<file path="src/rtl/uart_pkg.sv">
// Shared UART definitions: receiver state encoding and baud divider math.
// Used by both the RX and TX paths.
package uart_pkg;

  typedef enum logic [2:0] {
    IDLE,
    START,
    DATA,
    PARITY,
    STOP
  } rx_state_t;

  // Clocks per oversample tick, truncated.
  function automatic int calc_div(
    input int clk_hz,
    input int baud,
    input int os
  );
    return clk_hz / (baud * os);
  endfunction

endpackage

</file>
<file path="src/rtl/uart_baud_tick.sv">
// Oversample tick divider: one-clock tick every DIV enabled clocks.
// Ports: clk, arst, rst, en (count enable), clr (hold at 0), tick (pulse).
module uart_baud_tick #(
  parameter int DIV = 10
) (
  input  logic clk,
  input  logic arst,
  input  logic rst,
  input  logic en,
  input  logic clr,
  output logic tick
);

  localparam int W = (DIV > 1) ? $clog2(DIV) : 1;
  localparam logic [W-1:0] LAST = W'(DIV - 1);

  if (DIV < 1) begin : g_div_chk
    $error("uart_baud_tick: DIV must be >= 1");
  end

  logic [W-1:0] cnt;

  always_ff @(posedge clk or posedge arst) begin
    if (arst) begin
      cnt <= '0;
    end else if (rst || clr) begin
      cnt <= '0;
    end else if (en) begin
      if (cnt == LAST) cnt <= '0;
      else             cnt <= cnt + 1'b1;
    end
  end

  assign tick = en && !clr && (cnt == LAST);

endmodule

</file>
<file path="src/rtl/uart_rx_deserializer.sv">
// UART receiver: synchronises rx, samples bits at centre, holds byte on valid/ready.
// Ports: clk, arst, rst, en, rx in; data_o/valid_o/ready_i byte handshake; error pulses; busy_o.
module uart_rx_deserializer
  import uart_pkg::*;
#(
  parameter int CLK_FREQ_HZ = 50_000_000,
  parameter int BAUD        = 115_200,
  parameter int OVERSAMPLE  = 16,
  parameter int DATA_BITS   = 8,
  parameter int PARITY_EN   = 0,
  parameter int PARITY_ODD  = 0
) (
  input  logic                 clk,
  input  logic                 arst,
  input  logic                 rst,
  input  logic                 en,
  input  logic                 rx,
  output logic [DATA_BITS-1:0] data_o,
  output logic                 valid_o,
  input  logic                 ready_i,
  output logic                 parity_err_o,
  output logic                 frame_err_o,
  output logic                 overrun_o,
  output logic                 busy_o
);

  localparam int DIV = calc_div(CLK_FREQ_HZ, BAUD, OVERSAMPLE);
  localparam int SW  = $clog2(OVERSAMPLE);
  localparam int BW  = $clog2(DATA_BITS + 1);

  localparam logic [SW-1:0] S_MID  = SW'(OVERSAMPLE / 2 - 1);
  localparam logic [SW-1:0] S_END  = SW'(OVERSAMPLE - 1);
  localparam logic [BW-1:0] B_LAST = BW'(DATA_BITS - 1);
  localparam logic          P_ODD  = (PARITY_ODD != 0);

  if (OVERSAMPLE < 8 || (OVERSAMPLE % 2) != 0) begin : g_os_chk
    $error("uart_rx_deserializer: OVERSAMPLE must be even and >= 8");
  end

  rx_state_t            state;
  logic                 rx_m;
  logic                 rx_s;
  logic                 rx_d;
  logic                 fall;
  logic                 tick;
  logic [SW-1:0]        scnt;
  logic [BW-1:0]        bcnt;
  logic [DATA_BITS-1:0] sh;
  logic                 perr;

  // rx_d trails rx_s so a start edge is a true 1->0 transition;
  // a held break therefore never re-triggers START.
  always_ff @(posedge clk or posedge arst) begin
    if (arst) begin
      rx_m <= 1'b1;
      rx_s <= 1'b1;
      rx_d <= 1'b1;
    end else if (rst) begin
      rx_m <= 1'b1;
      rx_s <= 1'b1;
      rx_d <= 1'b1;
    end else begin
      rx_m <= rx;
      rx_s <= rx_m;
      rx_d <= rx_s;
    end
  end

  assign fall = rx_d && !rx_s;

  // Held clear in IDLE so the first tick of START lands DIV clocks after the edge.
  uart_baud_tick #(
    .DIV (DIV)
  ) u_tick (
    .clk  (clk),
    .arst (arst),
    .rst  (rst),
    .en   (en),
    .clr  (state == IDLE),
    .tick (tick)
  );

  always_ff @(posedge clk or posedge arst) begin
    if (arst) begin
      state        <= IDLE;
      scnt         <= '0;
      bcnt         <= '0;
      sh           <= '0;
      perr         <= 1'b0;
      data_o       <= '0;
      valid_o      <= 1'b0;
      parity_err_o <= 1'b0;
      frame_err_o  <= 1'b0;
      overrun_o    <= 1'b0;
    end else if (rst) begin
      state        <= IDLE;
      scnt         <= '0;
      bcnt         <= '0;
      sh           <= '0;
      perr         <= 1'b0;
      data_o       <= '0;
      valid_o      <= 1'b0;
      parity_err_o <= 1'b0;
      frame_err_o  <= 1'b0;
      overrun_o    <= 1'b0;
    end else begin
      parity_err_o <= 1'b0;
      frame_err_o  <= 1'b0;
      overrun_o    <= 1'b0;
      if (valid_o && ready_i) valid_o <= 1'b0;
      if (!en) begin
        state <= IDLE;
        scnt  <= '0;
      end else begin
        unique case (state)
          IDLE: begin
            if (fall) begin
              state <= START;
              scnt  <= '0;
            end
          end
          START: begin
            if (tick) begin
              if (scnt == S_MID) begin
                scnt  <= '0;
                bcnt  <= '0;
                perr  <= 1'b0;
                state <= rx_s ? IDLE : DATA;
              end else begin
                scnt <= scnt + 1'b1;
              end
            end
          end
          DATA: begin
            if (tick) begin
              if (scnt == S_END) begin
                scnt <= '0;
                sh   <= {rx_s, sh[DATA_BITS-1:1]};
                bcnt <= bcnt + 1'b1;
                if (bcnt == B_LAST)
                  state <= (PARITY_EN != 0) ? PARITY : STOP;
              end else begin
                scnt <= scnt + 1'b1;
              end
            end
          end
          PARITY: begin
            if (tick) begin
              if (scnt == S_END) begin
                scnt  <= '0;
                perr  <= rx_s ^ (^sh) ^ P_ODD;
                state <= STOP;
              end else begin
                scnt <= scnt + 1'b1;
              end
            end
          end
          STOP: begin
            if (tick) begin
              if (scnt == S_END) begin
                scnt  <= '0;
                state <= IDLE;
                if (!rx_s) begin
                  frame_err_o <= 1'b1;
                end else if (!valid_o || ready_i) begin
                  data_o       <= sh;
                  valid_o      <= 1'b1;
                  parity_err_o <= perr;
                end else begin
                  overrun_o <= 1'b1;
                end
              end else begin
                scnt <= scnt + 1'b1;
              end
            end
          end
          default: state <= IDLE;
        endcase
      end
    end
  end

  assign busy_o = (state != IDLE);

endmodule

</file>
<file path="config.mk">
export PLATFORM = sky130hd
export DESIGN_NAME = uart_rx_deserializer
export DESIGN_NICKNAME = d
export VERILOG_FILES = /design/src/rtl/uart_pkg.sv /design/src/rtl/uart_baud_tick.sv /design/src/rtl/uart_rx_deserializer.sv
export SDC_FILE = /design/constraint.sdc
export NUM_CORES = 1
export LEC_CHECK = 0
export ABC_AREA = 0
export CORE_UTILIZATION = 55
export DETAILED_ROUTE_END_ITERATION = 7
export DONT_BUFFER_PORTS = 1
export PLACE_DENSITY = 0.7
export RECOVER_POWER = 100
export SYNTH_ARGS = -nofsm -noshare
export SYNTH_HDL_FRONTEND = slang
export SYNTH_SLANG_ARGS = --single-unit
</file>
<file path="constraint.sdc">
create_clock -name clk -period 3.3 [get_ports clk]
set_clock_uncertainty 0.05 [all_clocks]
set_input_delay 0.165 -clock clk [delete_from_list [all_inputs] [get_ports clk]]
set_output_delay 0.165 -clock clk [all_outputs]
set_load 0.01 [all_outputs]
</file>
==> results.sh, run 1 <==
export IMPL_synth_most_common_cell="dfrtp_1"
export IMPL_synthCells=206
export IMPL_clock_latency_ns=0.29
export IMPL_drtIter0Drc=68
export IMPL_yosysSeqAreaShare_pct=46.55
export IMPL_cts_buffers=5
export IMPL_whs_ns=-0.006099
export IMPL_max_freq_mhz=433.6
export IMPL_cts_root_buf="clkbuf_8"
export IMPL_initial_core_util_pct=58.08
export IMPL_syn_cell_area_sq_um=2158
export IMPL_viasPerCell=6.058
export IMPL_firstDrtPassIters=5
export IMPL_grt_max_degree=28
export IMPL_clk_pin_slew_ns=0.07
export IMPL_failed_checks="negative hold slack"
export IMPL_worstPathArrival_ns=2.43
export IMPL_die_area_sq_um=4179
export IMPL_min_period_ns=2.306
export IMPL_ant_nets=0
export IMPL_synth_async_sr_flop_share_pct=100.0
export IMPL_tritoncts="done"
export IMPL_path_class="reg -> reg"
export IMPL_post_cts_buffers=0
export IMPL_grt_ovfl_total=0
export IMPL_avgSynthCellArea_sq_um=10.48
export IMPL_yosys_area_top_type="dfrtp_1"
export IMPL_synth_flop_cell="dfrtp_1"
export IMPL_min_from="en"
export IMPL_finalCritPeriodShare_pct=69.89
export IMPL_reg2reg_to="data_o[2]"
export IMPL_ys_types=55
export IMPL_setup_tns_ns=0
export IMPL_post_dp_hpwl_mm=2.961
export IMPL_synth_commonest_cells="37 x dfrtp_1, 17 x mux2_2, 17 x nand2_1"
export IMPL_antenna_cells=0
export IMPL_synth_warnings=0
export IMPL_io_buffers=0
export IMPL_rsz0062_at_grt="no"
export IMPL_reg2regPathDepth=6
export IMPL_num_rows=22
export IMPL_worstHoldPathType="in -> reg"
export IMPL_worst_pin_slew_ns=1.415
export IMPL_ir_drop_mv=0.2414
export IMPL_grt_pass1_vias=1601
export IMPL_synth_seq_cells=40
export IMPL_netlist_area_leader_share_pct=42.90
export IMPL_wl_per_cell_um=16.14
export IMPL_numClockSinks=40
export IMPL_worst_path_largest_cell_delay_ns=0.64
export IMPL_nets=221
export IMPL_num_io_pins=19
export IMPL_fin_cells=260
export IMPL_gp_congestion=0.9150
export IMPL_critPathRequiredTime_ns=3.42
export IMPL_hold_depth=2
export IMPL_cpMaxStageDelayCell="o21bai_1"
export IMPL_cp_max_fo=8
export IMPL_slew_headroom_pct=5.634
export IMPL_crit_path_start_kind="flip-flop"
export IMPL_finalSetupViolations=0
export IMPL_path_cells="inv_1 > ha_1 > and3b_1 > nand3_1 > o21bai_1 > mux2_2"
export IMPL_die_w_um=64.65
export IMPL_cp_end_kind="flip-flop"
export IMPL_area_growth_pct=5.913
export IMPL_dp_cells=248
export IMPL_worstReg2RegStart="u_tick.cnt[0]"
export IMPL_routed_wl_mm=4.196
export IMPL_p_leak_nw=0.9989
export IMPL_finalHoldViolCount=1
export IMPL_outcome="finished with violations"
export IMPL_maxCapViolations=0
export IMPL_rrSetupSlack_ns=0.99
export IMPL_drc=0
export IMPL_synthTopCellsByArea="dfrtp_1 43%, mux2_2 8.9%, dfstp_2 3.7%"
export IMPL_drv_slew=0
export IMPL_path_buf_inv=1
export IMPL_coreArea_sq_um=3716
export IMPL_grt_first_pass_wirelength_mm=7.348
export IMPL_drive_gt1_share_pct=16.98
export IMPL_powerDensity_nw_per_um2=390.5
export IMPL_vias=1575
export IMPL_synth_edf_count=0
export IMPL_hold_end="state[0]"
export IMPL_synth_nets=216
export IMPL_cts_max_path_buffers=2
export IMPL_antenna_found_initial=0
export IMPL_htreeDepth=2
export IMPL_path_depth=6
export IMPL_track_usage_pct=22.99
export IMPL_crit_family="compound AO/OA/AOI/OAI gates"
export IMPL_fp_dieH_um=64.65
-- state kept, by name, summed over array words and instances (netlist names) --
register	count
u_tick.cnt	5
rx_d	1
data_o	8
sh	8
scnt	4
overrun_o	1
perr	1
bcnt	4
rx_s	1
frame_err_o	1
state	3
rx_m	1
parity_err_o	1
valid_o	1
-- cells in the final DEF (no fill, tap or decap), drive strengths merged, types with 4 or more instances in the layout --
cell | Yosys | routed
ha | 4 | 4
mux2 | 17 | 17
nand4 | 4 | 4
nand2b | 7 | 7
dfrtp | 37 | 37
xnor2 | 5 | 5
a21oi | 5 | 5
nor2 | 18 | 18
o21ai | 10 | 10
nor3 | 5 | 5
nor2b | 10 | 10
nand3 | 7 | 7
inv | 4 | 4
or2 | 4 | 4
and3 | 4 | 4
dlygate4sd3 | 0 | 4
nand2 | 17 | 17
clkbuf | 3 | 7
a31oi | 5 | 5
-- worst max path at each step --
stage / startpoint / to
global route: arst / bcnt[1]
CTS: u_tick.cnt[0] / data_o[2]
detailed placement: u_tick.cnt[0] / data_o[2]
floorplan: scnt[0] / sh[0]
finish: u_tick.cnt[0] / data_o[2]
global placement: u_tick.cnt[0] / data_o[0]
-- logic make-up after synthesis --
logic type      count (synthesis)  synth area share, %
compound gates                 37                12.35
simple gates                   87                22.84
xor+xnor                        8                3.884
mux                            19                9.797
fa+ha+maj                       4                2.319
buf+inv                        11                2.261
flops                          40                46.55
-- power by group --
group | switching [mW] | total [mW] | internal (mW) | leakage [nW]
clock network | 0.163 | 0.311 | 0.148 | 0.0412
logic | 0.0322 | 0.0677 | 0.0355 | 0.415
registers | 0.0116 | 0.514 | 0.503 | 0.543
total | 0.207 | 0.893 | 0.686 | 0.999
-- per-stage QoR --
| step | area, sq um | utilization [%] | worst slack, ns | total power [mW] |
|---|---|---|---|---|
| final | 2286 | 61.52 | 0.9935 | 0.8927 |
| after global routing | 2286 | 61.52 | 0.7781 | 0.9302 |
| after CTS | 2307 | 62.09 | 1.288 | 0.9046 |
| after detailed placement | 2192 | 58.99 | 1.298 | 0.5895 |
| after global placement | 2192 | 58.99 | 1.346 | 0.5864 |
| after floorplan | 2158 | - | 1.516 | 0.5804 |
-- timing repair --
item / 4_1_cts / 5_1_grt
endpoints found under the hold margin: 19 / 1
endpoints found under the setup margin: 0 / 0
hold buffers: 3 / 1
gates resized for setup: 0 / 0
-- worst reg2reg max path: stages (launching register included) --
cell and delay, ns:
dfrtp_1 0.41, inv_1 0.10, ha_1 0.21, and3b_1 0.22
nand3_1 0.14, o21bai_1 0.64, mux2_2 0.42
-- final cells by class --
class / count / area [sq um]
fillers: 309 / 1430
multi-input cells: 155 / 1077
flip-flops and latches: 40 / 1005
clock buffers: 6 / 72.57
well taps: 48 / 60.06
repair buffers: 5 / 43.79
inverters: 4 / 15.01
clock inverters: 2 / 12.51
-- metal layers --
metal	track usage [%]	wire (um)	up-vias
met5	0	0	-
met4	7.500	63	0
met3	5.810	229	13
met2	39.74	2124	48
met1	27.97	1778	770
li1	-	-	744
(Power assumes the default switching activity.)
==> run 2: changes to the inputs <==
--- a/config.mk
+++ b/config.mk
@@ -5,7 +5,7 @@
 export SDC_FILE = /design/constraint.sdc
 export NUM_CORES = 1
 export LEC_CHECK = 0
-export ABC_AREA = 0
+export ABC_AREA = 1
 export CORE_UTILIZATION = 55
 export DETAILED_ROUTE_END_ITERATION = 7
 export DONT_BUFFER_PORTS = 1
==> constraint.sdc (replaced) <==
create_clock -name clk -period 2.41 [get_ports clk]
set_clock_uncertainty 0.05 [all_clocks]
set_input_delay 0.1205 -clock clk [delete_from_list [all_inputs] [get_ports clk]]
set_output_delay 0.1205 -clock clk [all_outputs]
set_load 0.01 [all_outputs]
==> results.sh, run 2 <==
export IMPL_viasPerCell=5.100
export IMPL_maxCapViolations=0
export IMPL_cpMaxStageDelayCell="dfrtp_1"
export IMPL_post_place_ws_ns=0.2717
export IMPL_yosys_area_top_type="dfrtp_1"
export IMPL_clock_latency_ns=0.29
export IMPL_synth_async_sr_flop_share_pct=100.0
export IMPL_min_from="rst"
export IMPL_min_period_ns=1.987
export IMPL_num_rows=23
export IMPL_antenna_cells=0
export IMPL_grt_ovfl_total=0
export IMPL_worstPathArrival_ns=2.09
export IMPL_reg_largest_list="data_o x8, sh x8, u_tick.cnt x5"
export IMPL_coreArea_sq_um=4029
export IMPL_grt_max_degree=23
export IMPL_failed_checks="negative hold slack"
export IMPL_synth_commonest_cells="102 x nand2_1, 48 x inv_1, 37 x dfrtp_1"
export IMPL_die_area_sq_um=4519
export IMPL_grt_pass1_vias=1810
export IMPL_path_class="reg -> reg"
export IMPL_finalHoldViolCount=1
export IMPL_synth_most_common_cell="nand2_1"
export IMPL_area_growth_pct=5.989
export IMPL_rrSetupSlack_ns=0.42
export IMPL_clk_pin_slew_ns=0.08
export IMPL_hold_depth=3
export IMPL_setup_tns_ns=0
export IMPL_synth_flop_cell="dfrtp_1"
export IMPL_syn_cell_area_sq_um=2340
export IMPL_worstReg2RegStart="u_tick.cnt[0]"
export IMPL_routed_wl_mm=4.739
export IMPL_tritoncts="done"
export IMPL_fillers=408
export IMPL_nets=338
export IMPL_path_common_cell="inv_1"
export IMPL_layout_common_cells="102 x nand2_1, 48 x inv_1, 37 x dfrtp_1"
export IMPL_firstDrtPassIters=4
export IMPL_reg2regPathDepth=11
export IMPL_slew_headroom_pct=24.87
export IMPL_ir_drop_mv=0.3065
export IMPL_track_usage_pct=24.43
export IMPL_synth_seq_cells=40
export IMPL_outcome="finished with violations"
export IMPL_reg2reg_to="sh[6]"
export IMPL_whs_ns=-0.002623
export IMPL_multiInputGateArea_sq_um=1065
export IMPL_finalSetupViolations=0
export IMPL_cp_max_fo=16
export IMPL_htreeDepth=2
export IMPL_final_util_pct=61.55
export IMPL_ant_nets=0
export IMPL_yosysSeqAreaShare_pct=42.94
export IMPL_drv_slew=0
export IMPL_final_area_sq_um=2480
export IMPL_numClockSinks=40
export IMPL_critPathRequiredTime_ns=2.51
export IMPL_gp_congestion=0.9017
export IMPL_drc=0
export IMPL_drive_gt1_share_pct=6.991
export IMPL_io_buffers=0
export IMPL_drtIter0Drc=96
export IMPL_hold_end="data_o[3]"
export IMPL_p_leak_nw=1.225
export IMPL_synth_edf_count=0
export IMPL_path_buf_inv=3
export IMPL_grt_first_pass_wirelength_mm=8.038
export IMPL_crit_family="compound AO/OA/AOI/OAI gates"
export IMPL_initial_core_util_pct=58.07
export IMPL_worst_path_largest_cell_delay_ns=0.42
export IMPL_die_w_um=67.23
export IMPL_final_setup_worst_slack_ns=0.4228
export IMPL_path_cells="inv_1 > ha_1 > nand2_1 > inv_1 > nand3_1 > nor2_2 > inv_1 > o21ai_2 > o21ai_2 > nand2_1 > o21ai_0"
export IMPL_antenna_found_initial=0
export IMPL_postPlaceCellArea_sq_um=2386
export IMPL_cts_max_path_buffers=2
export IMPL_netlist_area_leader_share_pct=39.57
export IMPL_worstHoldPathType="in -> reg"
export IMPL_power_total_mw=1.305
export IMPL_cts_buffers=5
export IMPL_fp_dieH_um=67.23
export IMPL_num_io_pins=19
export IMPL_ys_types=29
export IMPL_cp_end_kind="flip-flop"
export IMPL_regArea_sq_um=1005
export IMPL_cts_root_buf="clkbuf_8"
export IMPL_synth_nets=328
export IMPL_wl_per_cell_um=12.50
export IMPL_post_dp_hpwl_mm=3.460
export IMPL_synth_warnings=0
export IMPL_worst_pin_slew_ns=1.127
export IMPL_max_freq_mhz=503.2
export IMPL_crit_path_start_kind="flip-flop"
export IMPL_vias=1933
export IMPL_finalCritPeriodShare_pct=82.46
export IMPL_synthTopCellsByArea="dfrtp_1 40%, nand2_1 16%, inv_1 7.7%"
export IMPL_rsz0062_at_grt="no"
export IMPL_synthCells=318
export IMPL_mostFrequentLayoutCell="nand2_1"
export IMPL_powerDensity_nw_per_um2=526.3
export IMPL_avgSynthCellArea_sq_um=7.358
## run 2: changes by cell type after synthesis, moves of 10 or more
cell,before,now
o21ai_2,1,18
inv_1,3,48
nand3_1,7,22
nor2_1,16,32
nor2b_1,10,0
mux2_2,17,0
nand2_1,17,102
## run 2: final cells by class
type | count | share of cell area (%)
Sequential cell | 40 | 40.51
Timing Repair Buffer | 8 | 2.977
Tap cell | 50 | 2.523
Multi-Input combinational cell | 224 | 42.94
Clock buffer | 8 | 3.633
Inverter | 49 | 7.417
## run 2: routing by layer
layer / share of wire (%) / up-vias / track usage, %
li1: - / 1013 / -
met1: 45 / 874 / 30.13
met2: 49 / 38 / 41.38
met3: 3.8 / 8 / 5.743
met4: 1.5 / 0 / 8.777
met5: 0 / - / 0
## run 2: timing repair
action | in CTS | in global routing
hold endpoints to repair | 34 | 0
resized for setup | 0 | 1
hold buffers | 7 | 0
endpoints found under the setup margin | 0 | 1
setup buffers | 0 | 0
## run 2: cell families (layout without fill, tap and decap cells)
kind of cell	after synthesis	in the layout	share of synthesized area (%)
and+or+nand+nor	179	179	33.00
DFF	40	40	42.94
xor gates and xnor gates	3	3	1.123
buffers and inverters	54	65	9.411
AOI/OAI and AO/OA	38	38	11.39
adders and majority gates	4	4	2.139
## run 2: how the worst max path moves through the flow
stage | endpoint | startpoint | slack [ns] | cells past startpoint
finish | sh[6] | u_tick.cnt[0] | 0.42 | 11
floorplan | data_o[4] | u_tick.cnt[0] | 0.64 | 12
CTS | data_o[4] | u_tick.cnt[0] | 0.26 | 11
global route | sh[3] | arst | 0.05 | 3
detailed placement | data_o[4] | u_tick.cnt[0] | 0.27 | 11
global placement | data_o[7] | u_tick.cnt[0] | 0.38 | 11
## run 2: through the flow
| step | instances | hold WS, ns |
|---|---|---|
| global route | 379 | 0.02033 |
| CTS | 379 | 0.01325 |
| finish | 379 | -0.002623 |
| floorplan | 318 | 0.1797 |
| detailed placement | 364 | 0.1566 |
| global placement | 364 | 0.1435 |
## run 2: report_power, final
part	internal, mW	total [mW]	switching [mW]
sequential	0.688	0.709	0.0202
clock	0.234	0.460	0.226
combinational	0.0451	0.137	0.0914
total	0.967	1.31	0.338
## run 2: worst min-delay path: cells and delay by family
family / cells / cell delay, ns
AND/OR/NAND/NOR: 1 / 0.02
AO/OA/AOI/OAI: 1 / 0.09
buffers and inverters: 1 / 0.07
